`src/rtl/multicycle_main_ctrl.sv`:
```
`default_nettype none
// ============================================================================
// Module      : multicycle_main_ctrl
// Description : Main control FSM of a multicycle datapath. Sequences
//               fetch/decode/execute/memory/writeback per opcode, stalls on
//               the memory handshake, traps illegal opcodes and memory
//               timeouts into a sticky HALT state.
//               Optional feature macro: MCTRL_ADDI_EN (adds the addi path).
// Revision    : 1.0 - initial release
// ============================================================================
module multicycle_main_ctrl #(
    parameter int MEM_TIMEOUT = 16,   // max wait cycles in one memory state (>=2)
    parameter int CNT_W       = 5     // wait counter width, must hold MEM_TIMEOUT
) (
    input  logic       clk,
    input  logic       rst_n,
    input  logic [5:0] opcode,
    input  logic       zero,
    input  logic       mem_ready,
    output logic       pc_write,
    output logic       pc_write_cond,
    output logic       pc_en,
    output logic       i_or_d,
    output logic       mem_read,
    output logic       mem_write,
    output logic       ir_write,
    output logic       mem_to_reg,
    output logic       reg_dst,
    output logic       reg_write,
    output logic       alu_src_a,
    output logic [1:0] alu_src_b,
    output logic [1:0] alu_op,
    output logic [1:0] pc_source,
    output logic [3:0] state,
    output logic       err
);

    typedef enum logic [3:0] {
        S_FETCH   = 4'd0,
        S_DECODE  = 4'd1,
        S_MEMADR  = 4'd2,
        S_MEMRD   = 4'd3,
        S_MEMWB   = 4'd4,
        S_MEMWR   = 4'd5,
        S_EXEC    = 4'd6,
        S_RCOMP   = 4'd7,
        S_BRANCH  = 4'd8,
        S_JUMP    = 4'd9,
        S_START   = 4'd14,
        S_HALT    = 4'd15
`ifdef MCTRL_ADDI_EN
        ,
        S_ADDI_EX = 4'd10,
        S_ADDI_WB = 4'd11
`endif
    } state_t;

    localparam logic [5:0] c_op_rtype = 6'b000000;
    localparam logic [5:0] c_op_lw    = 6'b100011;
    localparam logic [5:0] c_op_sw    = 6'b101011;
    localparam logic [5:0] c_op_beq   = 6'b000100;
    localparam logic [5:0] c_op_j     = 6'b000010;
`ifdef MCTRL_ADDI_EN
    localparam logic [5:0] c_op_addi  = 6'b001000;
`endif

    // Last count value tolerated while waiting; one more idle cycle traps.
    localparam logic [CNT_W-1:0] c_cnt_last = CNT_W'(MEM_TIMEOUT - 1);
    localparam logic [CNT_W-1:0] c_cnt_one  = CNT_W'(1);

    state_t           r_state;
    logic [CNT_W-1:0] r_cnt;
    logic             r_err;

    // Timeout fires only when the memory is still idle on the last allowed count.
    logic w_timeout;
    assign w_timeout = !mem_ready && (r_cnt == c_cnt_last);

    // State register, memory wait counter and sticky trap flag.
    // The counter is cleared on every cycle that is not a memory wait, so it
    // is always zero on entry to FETCH/MEMRD/MEMWR.
    always_ff @(posedge clk or negedge rst_n) begin
        if (!rst_n) begin
            r_state <= S_START;
            r_cnt   <= '0;
            r_err   <= 1'b0;
        end else begin
            r_cnt <= '0;
            case (r_state)
                S_START:  r_state <= S_FETCH;
                S_FETCH: begin
                    if (mem_ready) begin
                        r_state <= S_DECODE;
                    end else if (w_timeout) begin
                        r_state <= S_HALT;
                        r_err   <= 1'b1;
                    end else begin
                        r_cnt <= r_cnt + c_cnt_one;
                    end
                end
                S_DECODE: begin
                    case (opcode)
                        c_op_rtype:         r_state <= S_EXEC;
                        c_op_lw, c_op_sw:   r_state <= S_MEMADR;
                        c_op_beq:           r_state <= S_BRANCH;
                        c_op_j:             r_state <= S_JUMP;
`ifdef MCTRL_ADDI_EN
                        c_op_addi:          r_state <= S_ADDI_EX;
`endif
                        default: begin
                            r_state <= S_HALT;
                            r_err   <= 1'b1;
                        end
                    endcase
                end
                S_MEMADR: begin
                    // Opcode is re-sampled here; anything but lw/sw is illegal.
                    if (opcode == c_op_lw) begin
                        r_state <= S_MEMRD;
                    end else if (opcode == c_op_sw) begin
                        r_state <= S_MEMWR;
                    end else begin
                        r_state <= S_HALT;
                        r_err   <= 1'b1;
                    end
                end
                S_MEMRD: begin
                    if (mem_ready) begin
                        r_state <= S_MEMWB;
                    end else if (w_timeout) begin
                        r_state <= S_HALT;
                        r_err   <= 1'b1;
                    end else begin
                        r_cnt <= r_cnt + c_cnt_one;
                    end
                end
                S_MEMWB:  r_state <= S_FETCH;
                S_MEMWR: begin
                    if (mem_ready) begin
                        r_state <= S_FETCH;
                    end else if (w_timeout) begin
                        r_state <= S_HALT;
                        r_err   <= 1'b1;
                    end else begin
                        r_cnt <= r_cnt + c_cnt_one;
                    end
                end
                S_EXEC:   r_state <= S_RCOMP;
                S_RCOMP:  r_state <= S_FETCH;
                S_BRANCH: r_state <= S_FETCH;
                S_JUMP:   r_state <= S_FETCH;
`ifdef MCTRL_ADDI_EN
                S_ADDI_EX: r_state <= S_ADDI_WB;
                S_ADDI_WB: r_state <= S_FETCH;
`endif
                S_HALT:   r_state <= S_HALT;
                default: begin
                    // Unused encodings are treated as a trap.
                    r_state <= S_HALT;
                    r_err   <= 1'b1;
                end
            endcase
        end
    end

    // Control decode from the current state; FETCH strobes follow mem_ready.
    always_comb begin
        pc_write      = 1'b0;
        pc_write_cond = 1'b0;
        i_or_d        = 1'b0;
        mem_read      = 1'b0;
        mem_write     = 1'b0;
        ir_write      = 1'b0;
        mem_to_reg    = 1'b0;
        reg_dst       = 1'b0;
        reg_write     = 1'b0;
        alu_src_a     = 1'b0;
        alu_src_b     = 2'b00;
        alu_op        = 2'b00;
        pc_source     = 2'b00;
        case (r_state)
            S_FETCH: begin
                mem_read  = 1'b1;
                alu_src_b = 2'b01;
                ir_write  = mem_ready;
                pc_write  = mem_ready;
            end
            S_DECODE: begin
                alu_src_b = 2'b11;
            end
            S_MEMADR: begin
                alu_src_a = 1'b1;
                alu_src_b = 2'b10;
            end
            S_MEMRD: begin
                mem_read = 1'b1;
                i_or_d   = 1'b1;
            end
            S_MEMWB: begin
                reg_write  = 1'b1;
                mem_to_reg = 1'b1;
            end
            S_MEMWR: begin
                mem_write = 1'b1;
                i_or_d    = 1'b1;
            end
            S_EXEC: begin
                alu_src_a = 1'b1;
                alu_op    = 2'b10;
            end
            S_RCOMP: begin
                reg_write = 1'b1;
                reg_dst   = 1'b1;
            end
            S_BRANCH: begin
                alu_src_a     = 1'b1;
                alu_op        = 2'b01;
                pc_write_cond = 1'b1;
                pc_source     = 2'b01;
            end
            S_JUMP: begin
                pc_write  = 1'b1;
                pc_source = 2'b10;
            end
`ifdef MCTRL_ADDI_EN
            S_ADDI_EX: begin
                alu_src_a = 1'b1;
                alu_src_b = 2'b10;
            end
            S_ADDI_WB: begin
                reg_write = 1'b1;
            end
`endif
            default: ;
        endcase
    end

    assign pc_en = pc_write | (pc_write_cond & zero);
    assign state = r_state;
    assign err   = r_err;

endmodule
`default_nettype wire

```
`config.mk`:
```
export PLATFORM = sky130hd
export DESIGN_NAME = multicycle_main_ctrl
export DESIGN_NICKNAME = d
export VERILOG_FILES = /design/src/rtl/multicycle_main_ctrl.sv
export SDC_FILE = /design/constraint.sdc
export NUM_CORES = 1
export LEC_CHECK = 0
export ABC_CLOCK_PERIOD_IN_PS = 1600
export CELL_PAD_IN_SITES_DETAIL_PLACEMENT = 1
export CELL_PAD_IN_SITES_GLOBAL_PLACEMENT = 2
export CORE_MARGIN = 2
export CORE_UTILIZATION = 30
export DETAILED_ROUTE_END_ITERATION = 8
export DONT_BUFFER_PORTS = 1
export GPL_ROUTABILITY_DRIVEN = 0
export PLACE_DENSITY_LB_ADDON = 0.1
export REMOVE_ABC_BUFFERS = 1
export SYNTH_ARGS = -nofsm -noshare
export SYNTH_HDL_FRONTEND = slang
export SYNTH_SLANG_ARGS = --single-unit
```
`constraint.sdc`:
```
create_clock -name clk -period 1.6 [get_ports clk]
set_input_delay 0.32 -clock clk [delete_from_list [all_inputs] [get_ports clk]]
set_output_delay 0.32 -clock clk [all_outputs]
set_load 0.01 [all_outputs]
```
==> flow_summary.ini, run 1 <==
[floorplanning]
row_count = 20
die_y_um = 60.5
core_mm2 = 0.00305
ios = 32
die_w_um = 60.5
die_area_mm2 = 0.00366
floorplan.initialDensity = 0.314

[global_route]
overflow = 0
antenna_found_initial = 0
track_usage = 0.191
grt_max_degree = 11
grt_pass1_vias = 1049
grt_pass1_wl_um = 5110

[yosys]
synthFlopType = dfrtp_1
synth_top_area_share = 0.183
synth_area_leaders = dfrtp_1 (18%), nor2_1 (9.4%), dfstp_2 (8.2%)
synth_common_cells = nor2_1 (24), a21oi_1 (9), dfrtp_1 (7)
async_reset_ff_frac = 1.00
syn_area_um2 = 957
synth_seq_cells = 10
synth_warnings = 0
ys_seq_area_frac = 0.265
synth_edf_count = 0
synthDistinctLibCells = 46
synthCells = 124
synth_most_common_cell = nor2_1
synth_top_cell_by_area = dfrtp_1
synth.avg_cell_area_um2 = 7.72

[flow_run]
maxCapViolCount = 0

[finish]
nets = 174
postLayoutCellArea_mm2 = 0.00154
drive_gt1_frac = 0.525
n_antenna_cell = 0
final_core_util = 0.503
syn_to_final_growth_pct = 60.5

[pwr]
max-vdd-ir-drop_mv = 0.318
pwr-share-seq = 0.490
p_int_uw = 400
leakage_uw = 0.000635
comb_power_share = 0.043
power.switching_uw = 116
power_density_mw_per_mm2 = 336
clock_power_share = 0.467
switching_share = 0.225

[sta]
fin_crit_ns = 1.80
max_freq_mhz = 557
fin_crit_sh = 1.12
finalHoldViolCount = 0
finalMaxSlewViolations = 0
relSlewSlack = 0.686
clock_skew_ns = 0.00606
setup_ws_ns = -0.196
setup-tns-final_ns = -1.88
tightest_slew_ns = 0.466
setup_violations = 21
rsz0062_at_grt = true

[clock_tree]
clock_tree.root_cell = clkbuf_4
clk_pin_slew_ns = 0.08
cts_max_path_buffers = 2
ctsHtreeMaxLevel = 1
insertion_delay_ns = 0.28
cts.sinks = 10
cts-buffers-inserted = 3
cts_tree = yes

[place]
post_dp_cell_area_mm2 = 0.00112
dp_hpwl_um = 2500
io_buffers = 0
pre_cts_slack_ns = 0.00290

[critical_path]
worst-setup-path-type = register to output port
cp_slowest_cell = dfstp_2
max_stage_delay_ns = 0.58
path_cells = nand2b_4 > nor2_4 > or2_1 > a21o_1
cp.arrival_ns = 1.48
crit_family = flip-flops
critical_path_required_ns = 1.28
crit_buf_inv = 0
critPathLaunchType = register
end_kind = output port
critical_path_peak_fanout = 6

[routing]
drc_errors = 0
antenna_left = 0
drt-vias-per-instance = 5.47
dr.pass1.iters = 4
via_count = 1126
wl_per_cell_um = 17.3
drt_iter0_markers = 33
wirelength_um = 3560

[outcome]
status = finished with violations
violations = negative setup slack

[hold_path]
holdCritPathClass = input port to register
==> cell usage in the layout (no fill, tap or decap), types with 4 or more instances in the layout <==
cell type / synthesis / layout
a21oi_1: 9 / 6
nor2_1: 24 / 14
buf_4: 1 / 27
nor2_2: 0 / 6
nor3_2: 0 / 4
nand2_1: 5 / 5
dfrtp_1: 7 / 6
nor2_4: 0 / 4
nand2b_4: 0 / 5
buf_6: 4 / 16
==> cells by family after synthesis <==
logic type	share of synthesized area
compound gates	0.265
xor+xnor	0.0366
fa+ha+maj	0.0131
buf+inv	0.0902
flops	0.265
mux	0.0327
simple gates	0.297
==> state kept, by name, indices dropped and copies added (netlist names) <==
| register | flops |
|---|---|
| r_cnt | 5 |
| state | 4 |
| err | 1 |
==> layout make-up <==
class / instances / area (um^2)
Multi-Input combinational cell: 100 / 778
Inverter: 4 / 18.8
Tap cell: 44 / 55.1
Clock buffer: 4 / 36.3
Timing Repair Buffer: 44 / 393
Fill cell: 365 / 1520
Sequential cell: 10 / 255
==> final timing paths <==
kind                            startpoint       end  slack [ns]  cells past startpoint
worst max register to register    state[2]  state[1]       -0.07                      7
max in group asynchronous            rst_n  state[0]        0.83                      1
min in group asynchronous            rst_n       err        0.42                      1
worst min register to register         err       err        0.53                      1
worst min-delay path             mem_ready  state[0]        0.15                      1
worst max-delay path              state[1]     pc_en       -0.20                      4
==> layer usage <==
metal,wire length [um],up-vias,GRT usage
met3,154,6,0.0405
met5,0,-,0
li1,-,533,-
met2,1940,30,0.340
met4,46,0,0.0528
met1,1420,557,0.233
==> power groups by stage <==
| stage | logic [uW] | clock network, uW | registers [uW] |
|---|---|---|---|
| CTS | 22.3 | 245 | 253 |
| global placement | 15.1 | 0 | 258 |
| finish | 22.1 | 241 | 253 |
| floorplan | 12.3 | 0 | 258 |
| detailed placement | 15.2 | 0 | 258 |
| global route | 25.7 | 258 | 253 |
==> through the flow <==
step	instances	total power (uW)	hold WS, ns
global placement	182	273	0.0248
global route	206	537	0.147
finish	206	517	0.153
floorplan	114	270	0.0244
CTS	196	520	0.163
detailed placement	182	273	0.0248
==> timing repair <==
item | CTS | global route
hold buffers | 1 | 0
endpoints found under the setup margin | 18 | 24
hold endpoints to repair | 10 | 0
gates resized for setup | 26 | 30
pin swaps | 7 | 10
buffers inserted | 9 | 10
No activity file was read; power rests on OpenSTA's default activity.
==> inputs of run 2 (changes only) <==
--- a/config.mk
+++ b/config.mk
@@ -10,6 +10,7 @@
 export CELL_PAD_IN_SITES_GLOBAL_PLACEMENT = 2
 export CORE_MARGIN = 2
 export CORE_UTILIZATION = 30
+export CTS_CLUSTER_DIAMETER = 120
 export DETAILED_ROUTE_END_ITERATION = 8
 export DONT_BUFFER_PORTS = 1
 export GPL_ROUTABILITY_DRIVEN = 0
==> results of run 2 <==
Final layout, timing and power as in run 1 (identical DEF).
==> inputs of run 3 (changes only) <==
--- a/config.mk
+++ b/config.mk
@@ -19,3 +19,4 @@
 export SYNTH_ARGS = -nofsm -noshare
 export SYNTH_HDL_FRONTEND = slang
 export SYNTH_SLANG_ARGS = --single-unit
+export TNS_END_PERCENT = 10
==> flow_summary.ini, run 3 (same netlist as run 1, synthesis figures left out) <==
[sta]
rsz0062_at_grt = true
clock_skew_ns = 0.00732
setup_ws_ns = -0.196
tightest_slew_ns = 0.473
setup-tns-final_ns = -1.15
fin_crit_sh = 1.12
setup_violations = 18
relSlewSlack = 0.682
fin_crit_ns = 1.80
hold_ws_ns = 0.153
max_freq_mhz = 557
finalHoldViolCount = 0
finalMaxSlewViolations = 0

[critical_path]
regToRegStartpoint = state[3]
cp.arrival_ns = 1.48
cp-startpoint = state[1]
end_kind = output port
critical_path_required_ns = 1.28
critical_path_peak_fanout = 6
worst-setup-path-type = register to output port
critPathLaunchType = register

[place]
dp_hpwl_um = 2500
pre_cts_slack_ns = 0.00290
io_buffers = 0
dp_cells = 182

[routing]
wl_per_cell_um = 16.2
wirelength_um = 3170
drt_iter0_markers = 29
drt-vias-per-instance = 5.34
via_count = 1041
drc_errors = 0
dr.pass1.iters = 4
antenna_left = 0

[global_route]
antenna_found_initial = 0
overflow = 0
grt_pass1_vias = 1049
grt_pass1_wl_um = 5090
grt_max_degree = 11
track_usage = 0.189

[clock_tree]
cts.sinks = 10
ctsHtreeMaxLevel = 1
cts_max_path_buffers = 2
clock_tree.root_cell = clkbuf_4
cts_tree = yes
insertion_delay_ns = 0.28
clk_pin_slew_ns = 0.08
cts-buffers-inserted = 3

[pwr]
p_total_uw = 516
leakage_uw = 0.000540
power_density_mw_per_mm2 = 391
max-vdd-ir-drop_mv = 0.313

[floorplanning]
row_count = 20
core_mm2 = 0.00305
floorplan.initialDensity = 0.314
ios = 32
die_w_um = 60.5
die_y_um = 60.5
die_area_mm2 = 0.00366

[finish]
drive_gt1_frac = 0.411
final_cells = 195
syn_to_final_growth_pct = 37.6
nets = 163
fill_cells = 388
final_common_cell = buf_4
n_antenna_cell = 0
largest_reg_flops = 5
top_register = r_cnt
final_cell_mix = buf_4 (28), nor2_1 (16), nor2_2 (7)

[hold_path]
hp-start = mem_ready
holdCritPathClass = input port to register

[outcome]
status = finished with violations
violations = negative setup slack

[flow_run]
maxCapViolCount = 0
run 3: worst paths after layout:
kind                                 end  slack [ns]  cells past startpoint
worst max-delay path               pc_en       -0.20                      4
worst min-delay path            state[0]        0.15                      1
worst max register to register       err       -0.01                      5
worst min register to register  r_cnt[0]        0.48                      1
max in group asynchronous       state[0]        0.84                      1
min in group asynchronous            err        0.42                      1
run 3: timing repair:
| item | in CTS | in global routing |
|---|---|---|
| pin swaps | 5 | 4 |
| hold buffers | 1 | 0 |
| resized for setup | 11 | 13 |
| setup buffers | 8 | 0 |
| endpoints found under the setup margin | 18 | 24 |
| gates cloned | 0 | 0 |
| endpoints found under the hold margin | 10 | 0 |
run 3: area by class of cell:
class,instances,area [um^2],share of cell area
inverter,4,15.0,0.0114
tap,44,55.1,0.0418
timing repair buffer,33,265,0.201
sequential,10,255,0.194
clock buffer,4,36.3,0.0275
multi-input combinational,100,691,0.524
run 3: layer usage:
layer  global-route usage  wire (um)  up-vias
li1                     -          -      507
met1                0.232       1390      502
met2                0.335       1610       26
met3               0.0405        124        6
met4               0.0528         47        0
met5                    0          0        -
run 3: power by group:
group	internal, uW	leakage (uW)	switching (uW)
Combinational	8.68	0.000400	13.0
Sequential	253	0.000119	0
Clock	139	0.0000210	102
Total	400	0.000540	115
run 3: worst max-delay path, stage by stage (launching register included):
cell      delay (ns)
dfstp_2         0.57
nand2b_4        0.15
nor2_4          0.04
or2_1           0.24
a21o_1          0.20
run 3: per-stage QoR:
| step | utilization | area, um^2 |
|---|---|---|
| floorplan | - | 886 |
| CTS | 0.416 | 1270 |
| global route | 0.432 | 1320 |
| detailed placement | 0.367 | 1120 |
| global placement | 0.367 | 1120 |
| finish | 0.432 | 1320 |
